## config.mk

```make
export PLATFORM = sky130hd
export DESIGN_NAME = pc_unit
export DESIGN_NICKNAME = d
export VERILOG_FILES = /design/src/rtl/pc_unit.sv
export SDC_FILE = /design/constraint.sdc
export NUM_CORES = 1
export LEC_CHECK = 0
export ABC_AREA = 1
export CELL_PAD_IN_SITES_DETAIL_PLACEMENT = 1
export CELL_PAD_IN_SITES_GLOBAL_PLACEMENT = 1
export CORE_AREA = 2 2 125 127
export CTS_CLUSTER_DIAMETER = 60
export CTS_CLUSTER_SIZE = 20
export DETAILED_ROUTE_END_ITERATION = 10
export DIE_AREA = 0 0 127 129
export GPL_ROUTABILITY_DRIVEN = 0
export PLACE_DENSITY_LB_ADDON = 0.1
export SLEW_MARGIN = 40
export SYNTH_ARGS = -nofsm -noshare
export SYNTH_HDL_FRONTEND = slang
export SYNTH_SLANG_ARGS = --single-unit
```

## constraint.sdc

```tcl
create_clock -name clk -period 1.6 [get_ports clk]
set_input_delay 0.32 -clock clk [delete_from_list [all_inputs] [get_ports clk]]
set_output_delay 0.32 -clock clk [all_outputs]
set_load 0.1 [all_outputs]
```

## src/rtl/pc_unit.sv

```systemverilog
// pc_unit: program-counter register stage with BOOT/RUN/HALT sequencing,
// priority next-PC selection (trap > stall > jump > branch > PC+4) and a retired-instruction counter.
module pc_unit #(
    parameter logic [31:0] RESET_VECTOR = 32'h0000_0000,
    parameter logic [31:0] TRAP_VECTOR  = 32'h0000_0080
) (
    input  logic        clk,
    input  logic        reset,
    input  logic [31:0] PCsum,
    input  logic        branch_taken,
    input  logic [31:0] branch_target,
    input  logic        jump,
    input  logic [31:0] jump_target,
    input  logic        trap,
    input  logic        stall,
    output logic [31:0] PCout,
    output logic        fetch_valid,
    output logic        misalign_err,
    output logic [31:0] instr_count
);
    typedef enum logic [1:0] {BOOT, RUN, HALT} state_e;
    state_e      state_q, state_d;
    logic [31:0] pc_q, pc_d, count_q, count_d, target;
    logic        valid_q, err_q, run, mis, advance;
    // Every qualifier is gated by run first so X inputs outside RUN collapse to 0.
    always_comb begin
        run     = state_q == RUN;
        target  = jump ? jump_target : branch_target;
        mis     = run && !trap && !stall && (jump || branch_taken) && target[1:0] != 2'b00;
        advance = run && (trap || !stall) && !mis;
    end
    always_ff @(posedge clk) begin
        if (reset) begin
            state_q <= BOOT;
            pc_q    <= RESET_VECTOR;
            count_q <= '0;
            valid_q <= 1'b0;
            err_q   <= 1'b0;
        end else begin
            state_q <= state_d;
            pc_q    <= pc_d;
            count_q <= count_d;
            valid_q <= state_d == RUN;
            err_q   <= state_d == HALT;
        end
    end
    always_comb begin
        state_d = state_q == BOOT ? RUN : mis ? HALT : state_q;
    end
    always_comb begin
        pc_d    = !advance ? pc_q :
                  trap ? TRAP_VECTOR :
                  jump ? jump_target :
                  branch_taken ? branch_target : PCsum;
        count_d = advance ? count_q + 32'd1 : count_q;
    end
    assign PCout        = pc_q;
    assign fetch_valid  = valid_q;
    assign misalign_err = err_q;
    assign instr_count  = count_q;
endmodule

```

==> summary.md, run 1 <==
| Metric | Value |
|---|---|
| Leakage | `2.82 nW` |
| CP Cell Sequence | `clkdlybuf4s50_1 > o21ai_2 > nand2_2 > a21oi_4 > buf_6 > clkbuf_16 > o21ai_0 > a21oi_1` |
| Drt wl/cell | `16.1 um` |
| Chip Height | `129 um` |
| First-pass GRT wire length | `25.6 mm` |
| Fmax | `642 MHz` |
| Post-Syn Nets | `712` |
| Most frequent cells in the layout | `nand2_1, clkdlybuf4s50_1, nor2_1` |
| Longest Clk Path Bufs | `2` |
| Hold_sp | `jump_target[0]` |
| Gate power share | `31.0%` |
| Final hold vios | `0` |
| P_sw | `1.82 mW` |
| Final setup viols | `0` |
| Top Family by Delay on Critical Path | `buffers and inverters` |
| Clock root buffer | `clkbuf_16` |
| R2r worst-path depth | `6` |
| Dpl cell area | `6690 sq um` |
| Met3 wire len | `812 um` |
| Initial antenna violation count | `1` |
| Worst hold slack | `0.460 ns` |
| Initial Util | `25.8%` |
| Vias/cell | `4.81` |
| Max cap viols | `0` |
| Crit path largest cell delay | `0.45 ns` |
| Post-Syn Area | `3860 sq um` |
| Tightest Pin Transition | `0.331 ns` |
| Total negative setup slack | `0 ns` |
| Crit-path max FO | `16` |
| Seq pwr share | `33.5%` |
| Storage cell area | `1450 sq um` |
| Layout area overhead | `86.0%` |
| Post-synth cell types | `30` |
| H-tree levels | `3` |
| Vias | `4734` |
| Pwr dens | `761 nW/um^2` |
| PortBufs | `167` |
| CP arrival | `1.82 ns` |
| Share of post-route cells with drive strength above 1 | `22.1%` |
| Number of remaining DRC errors | `0` |
| Maximum vdd drop | `527 uV` |
| Fin crit period | `1.56 ns` |
| Pre-antenna DRT Iters | `4` |
| M1 WL | `6.52 mm` |
| Fin crit share | `97.3%` |
| Seq/Total Area, Yosys | `35.2%` |
| Pint | `3.65 mW` |
| TritonCTS clock tree | `yes` |
| Synth Register Bits | `68` |
| Worst skew pair latency | `0.34 ns` |
| WP data required | `1.87 ns` |
| Crit Path Category | `input port to flop` |
| Post-Route WL | `15.9 mm` |
| Vias in the first global route | `5124` |
| Tot Pwr | `5.47 mW` |
| Post-route ant nets | `0` |
| Sw Ratio | `33.3%` |
| Total gr overflow | `0` |
| Clock Power Share | `35.5%` |
| Post-layout instance area | `7190 sq um` |
| CTS Buf Count | `9` |
| Clk_skew | `0.00588 ns` |
| Fin. max-slew vios | `0` |
| Reg-to-Reg Start | `instr_count[21]` |
| FILL cells | `1787` |
| Overall routing resource usage | `19.6%` |
| Relative slew slack | `77.7%` |
| Largest net degree at the start of global routing | `39` |
| Placed Cells | `960` |
| Reg clk slew, reported paths | `0.05 ns` |
| Commonest non-fill, non-tap cell in the layout | `nand2_1` |
| Final net count | `893` |
| Detailed Route Iter0 Violations | `198` |
| Sink Count | `68` |
| CP Launch Type | `input port` |
| Worst setup path startpoint | `jump_target[1]` |
| Hold Path Depth | `5` |
| Core Box Area | `15000 sq um` |
| IO Count | `168` |
| Critical path buffers and inverters | `3` |
| Multi-input logic area | `2230 sq um` |
| Slowest-stage cell, CP | `clkdlybuf4s50_1` |
| Highest routed layer | `met4` |
| Die Wd | `127 um` |
| Syn Inst Count | `609` |
| WL met2 | `8.30 mm` |
| Critical Path Stages | `8` |
| Syn Area/Cell | `6.34 sq um` |
| Standard-cell rows | `45` |
| Run status | `complete, no violations` |
| YS warnings | `0` |
| Type of destination of the critical path | `flop` |
| Die ar. | `16400 sq um` |
| Post-DP HPWL | `11.9 mm` |
| Non-Filler Instances | `984` |
| Hold crit path type | `input port to flop` |
timing repair:
item,CTS,global route
pin swaps,1,8
setup buffers,1,3
hold buffers,0,0
resized for setup,4,26
endpoints found under the setup margin,56,40
cloned,1,2
tightest hold or removal path, cell delays in order:
cell	delay [ns]
dlymetal6s2s_1	0.15
nand2_1	0.08
a21oi_1	0.07
nand2_1	0.07
a21oi_1	0.06
layout make-up:
cell class	instances	area share, %
clock buffers	15	3.86
clock inverters	1	0.0696
inverters	50	2.61
diodes	1	0.0348
repair buffers	205	38.9
well taps	188	3.27
multi-input cells	456	31.1
flip-flops and latches	68	20.2
state kept, by name, indices dropped and copies added (netlist names):
signal and cells:
PCout 32, fetch_valid 1, state_q 2, instr_count 32, misalign_err 1
metal layers:
layer | up-vias | global-route usage, %
li1 | 2352 | -
met1 | 2251 | 22.2
met2 | 111 | 35.9
met3 | 20 | 5.45
met4 | 0 | 5.95
met5 | - | 0
final timing paths:
check | end | slack, ns
hold reg to reg | instr_count[0] | 0.48
hold / removal | PCout[0] | 0.46
setup / recovery | PCout[26] | 0.04
setup reg to reg | instr_count[30] | 0.05
power groups by stage:
stage          combinational, mW  sequential, mW  clock (mW)
3_3_place_gp                1.61            1.86           0
4_1_cts                     1.66            1.83        1.98
6_report                    1.70            1.83        1.94
5_1_grt                     1.79            1.84        2.07
3_5_place_dp                1.63            1.87           0
2_1_floorplan              0.365            2.36           0
logic make-up (layout without fill, tap and decap cells):
| logic type | after synthesis | in the layout | synth area share [%] |
|---|---|---|---|
| other cells | 0 | 1 | 0 |
| fa+ha+maj | 1 | 1 | 0.324 |
| buf+inv | 85 | 271 | 9.75 |
| simple gates | 337 | 337 | 36.6 |
| flops | 68 | 68 | 35.2 |
| compound gates | 112 | 112 | 16.7 |
| xor+xnor | 6 | 6 | 1.36 |
synth_stat cells, drive strengths merged:
cell type  instances  area (sq um)
nor3               5          25.0
and2               1          6.26
nand3b             1          7.51
nand2            165           629
clkinv             1          3.75
inv               49           184
xnor2              4          35.0
nand3             66           330
o211a              2          20.0
nand4              8          50.1
o21ai             37           189
clkbuf            16          60.1
ha                 1          12.5
nor2              91           367
o211ai            24           180
buf               19           129
dfxtp             68          1360
xor2               2          17.5
a21oi             49           257
through the flow:
step / setup slack, ns / utilization (%)
floorplan: -0.0435 / -
global placement: -0.361 / 44.6
detailed placement: -0.504 / 44.6
CTS: 0.00147 / 46.8
global route: -0.0749 / 48.0
finish: 0.0435 / 48.0
Power figures use the tool's default switching activity.
==> run 2, diff against run 1 <==
- CORE_AREA: 2 2 125 127 -> 2 2 149 107
- DIE_AREA: 0 0 127 129 -> 0 0 151 109
==> summary.md, run 2 (same netlist as run 1, synthesis figures left out) <==
| Metric | Value |
|---|---|
| Longest Clk Path Bufs | `2 (unchanged)` |
| Fin crit share | `95.9% (-1.4 points)` |
| Overall routing resource usage | `20.3% (+0.71 points)` |
| Post-route ant nets | `0 (unchanged)` |
| Core Box Area | `15100 sq um (+0.95%)` |
| Total gr overflow | `0 (unchanged)` |
| Largest net degree at the start of global routing | `33 (-15%)` |
| Clk_skew | `0.0114 ns (+0.00552 ns)` |
| CTS Buf Count | `9 (unchanged)` |
| Chip Height | `109 um (-16%)` |
| PortBufs | `167 (unchanged)` |
| Fin. max-slew vios | `0 (unchanged)` |
| Fmax | `652 MHz (+1.5%)` |
| Hold crit path type | `input port to flop` |
| Detailed Route Iter0 Violations | `157 (-21%)` |
| Crit Path Category | `input port to flop` |
| Run status | `complete, no violations` |
| Post-Route WL | `17.0 mm (+6.8%)` |
| CP arrival | `1.77 ns (-0.05 ns)` |
| Pwr dens | `801 nW/um^2 (+5.3%)` |
| Die ar. | `16500 sq um (+0.46%)` |
| Final setup viols | `0 (unchanged)` |
| CP Launch Type | `input port` |
| Standard-cell rows | `38 (-16%)` |
| TritonCTS clock tree | `yes` |
| Final net count | `909 (+1.8%)` |
| Layout area overhead | `91.4%` |
| Initial Util | `25.6% (-0.24 points)` |
| Worst skew pair latency | `0.34 ns (about the same)` |
| Leakage | `2.95 nW (+4.7%)` |
| Maximum vdd drop | `603 uV (+14%)` |
| Tightest Pin Transition | `0.358 ns (+0.0271 ns)` |
| Type of destination of the critical path | `flop` |
| Initial antenna violation count | `0 (-1)` |
| Die Wd | `151 um (+19%)` |
| Final hold vios | `0 (unchanged)` |
| First-pass GRT wire length | `26.2 mm (+2.1%)` |
| Vias in the first global route | `5073 (-1.0%)` |
| GR Layer Usage met2 | `34.7% (-1.2 points)` |
| Number of remaining DRC errors | `0 (unchanged)` |
| Dpl ws | `-0.423 ns (+0.0804 ns)` |
| Worst hold slack | `0.422 ns (-0.0375 ns)` |
| Hold-fix buffer count after cts | `0 (unchanged)` |
| Ant. Diodes | `0 (-1)` |
| Fin crit period | `1.53 ns (-0.0224 ns)` |
| Share of post-route cells with drive strength above 1 | `25.0% (+2.9 points)` |
| Most frequent cells in the layout | `nand2_1, clkdlybuf4s50_1, nor2_1` |
| GR Layer Usage met3 | `5.69% (+0.24 points)` |
| Crit-path max FO | `8 (-8)` |
| Vias | `4820 (+1.8%)` |
| Vias/cell | `4.77 (-0.90%)` |
| Reg clk slew, reported paths | `0.06 ns (about the same)` |
| Commonest non-fill, non-tap cell in the layout | `nand2_1` |
| Grt met1 use | `25.6% (+3.3 points)` |
| Clock root buffer | `clkbuf_16` |
| Sink Count | `68 (unchanged)` |
| Pre-antenna DRT Iters | `4 (unchanged)` |
| Max cap viols | `0 (unchanged)` |
| Post-layout util | `48.9% (+0.92 points)` |
| GRT busiest layer | `met2` |
| H-tree levels | `3 (unchanged)` |
| Relative slew slack | `76.1% (-1.7 points)` |
| Post-DP HPWL | `12.3 mm (+3.4%)` |
| IO Count | `168 (unchanged)` |
| WP data required | `1.83 ns (-0.04 ns)` |
| Final worst setup slack | `0.0659 ns (+0.0224 ns)` |
| Drt wl/cell | `16.8 um (+4.0%)` |
[run 2: cell count changes in the layout (fill, tap and decap cells not counted), sizes merged]
cell           delta
buf              +15
bufinv            +3
dlygate4sd2       +1
diode             -1
dlymetal6s2s      +2
clkinvlp          +1
inv               +1
clkbuf            -4
clkdlybuf4s50     -3
[run 2: area by class of cell]
class | count | area [sq um]
Clock buffer | 10 | 239
Clock inverter | 6 | 111
Fill cell | 1827 | 7720
Inverter | 50 | 188
Multi-Input combinational cell | 456 | 2240
Sequential cell | 68 | 1450
Tap cell | 200 | 250
Timing Repair Buffer | 221 | 2910
[run 2: per-stage QoR]
step           power [mW]  TNS [ns]  std cells  cell area (sq um)
2_1_floorplan        2.72    -0.118        609               3990
3_3_place_gp         3.45    -16.51        977               6710
3_5_place_dp         3.48    -22.41        977               6710
4_1_cts              5.91   -0.0147        997               7130
5_1_grt              6.16    -0.113       1011               7400
6_report             5.92         0       1011               7400
[run 2: worst paths after layout]
| check | from | slack [ns] | to | cells after the start |
|---|---|---|---|---|
| max | jump | 0.07 | instr_count[25] | 10 |
| min | jump_target[1] | 0.42 | PCout[1] | 5 |
| max reg2reg | instr_count[0] | 0.07 | instr_count[18] | 9 |
| min reg2reg | PCout[31] | 0.50 | PCout[31] | 2 |
[run 2: timing repair]
action	CTS	global route
pin swaps	3	14
cloned	1	4
resized for setup	7	31
endpoints found under the setup margin	43	57
setup buffers	3	10
hold endpoints to repair	0	0
[run 2: routing by layer]
layer | vias up | part of all wire, %
met4 | 0 | 1.1
met2 | 117 | 48
li1 | 2393 | -
met1 | 2293 | 45
met5 | - | 0
met3 | 17 | 5.6
[run 2: where the power goes]
group / switching [mW] / internal [mW] / total, mW
Clock: 0.795 / 1.57 / 2.36
Sequential: 0.0852 / 1.74 / 1.83
Combinational: 0.991 / 0.744 / 1.74
Total: 1.87 / 4.05 / 5.92
[run 2: worst max-delay path, cell delays in order]
cell and delay (ns):
dlygate4sd2_1 0.34, inv_2 0.07, o21ai_2 0.07, nand2_2 0.10, a21oi_4 0.35, buf_6 0.17
clkbuf_16 0.15, nand4_1 0.08, nand2_1 0.08, nor2_1 0.04
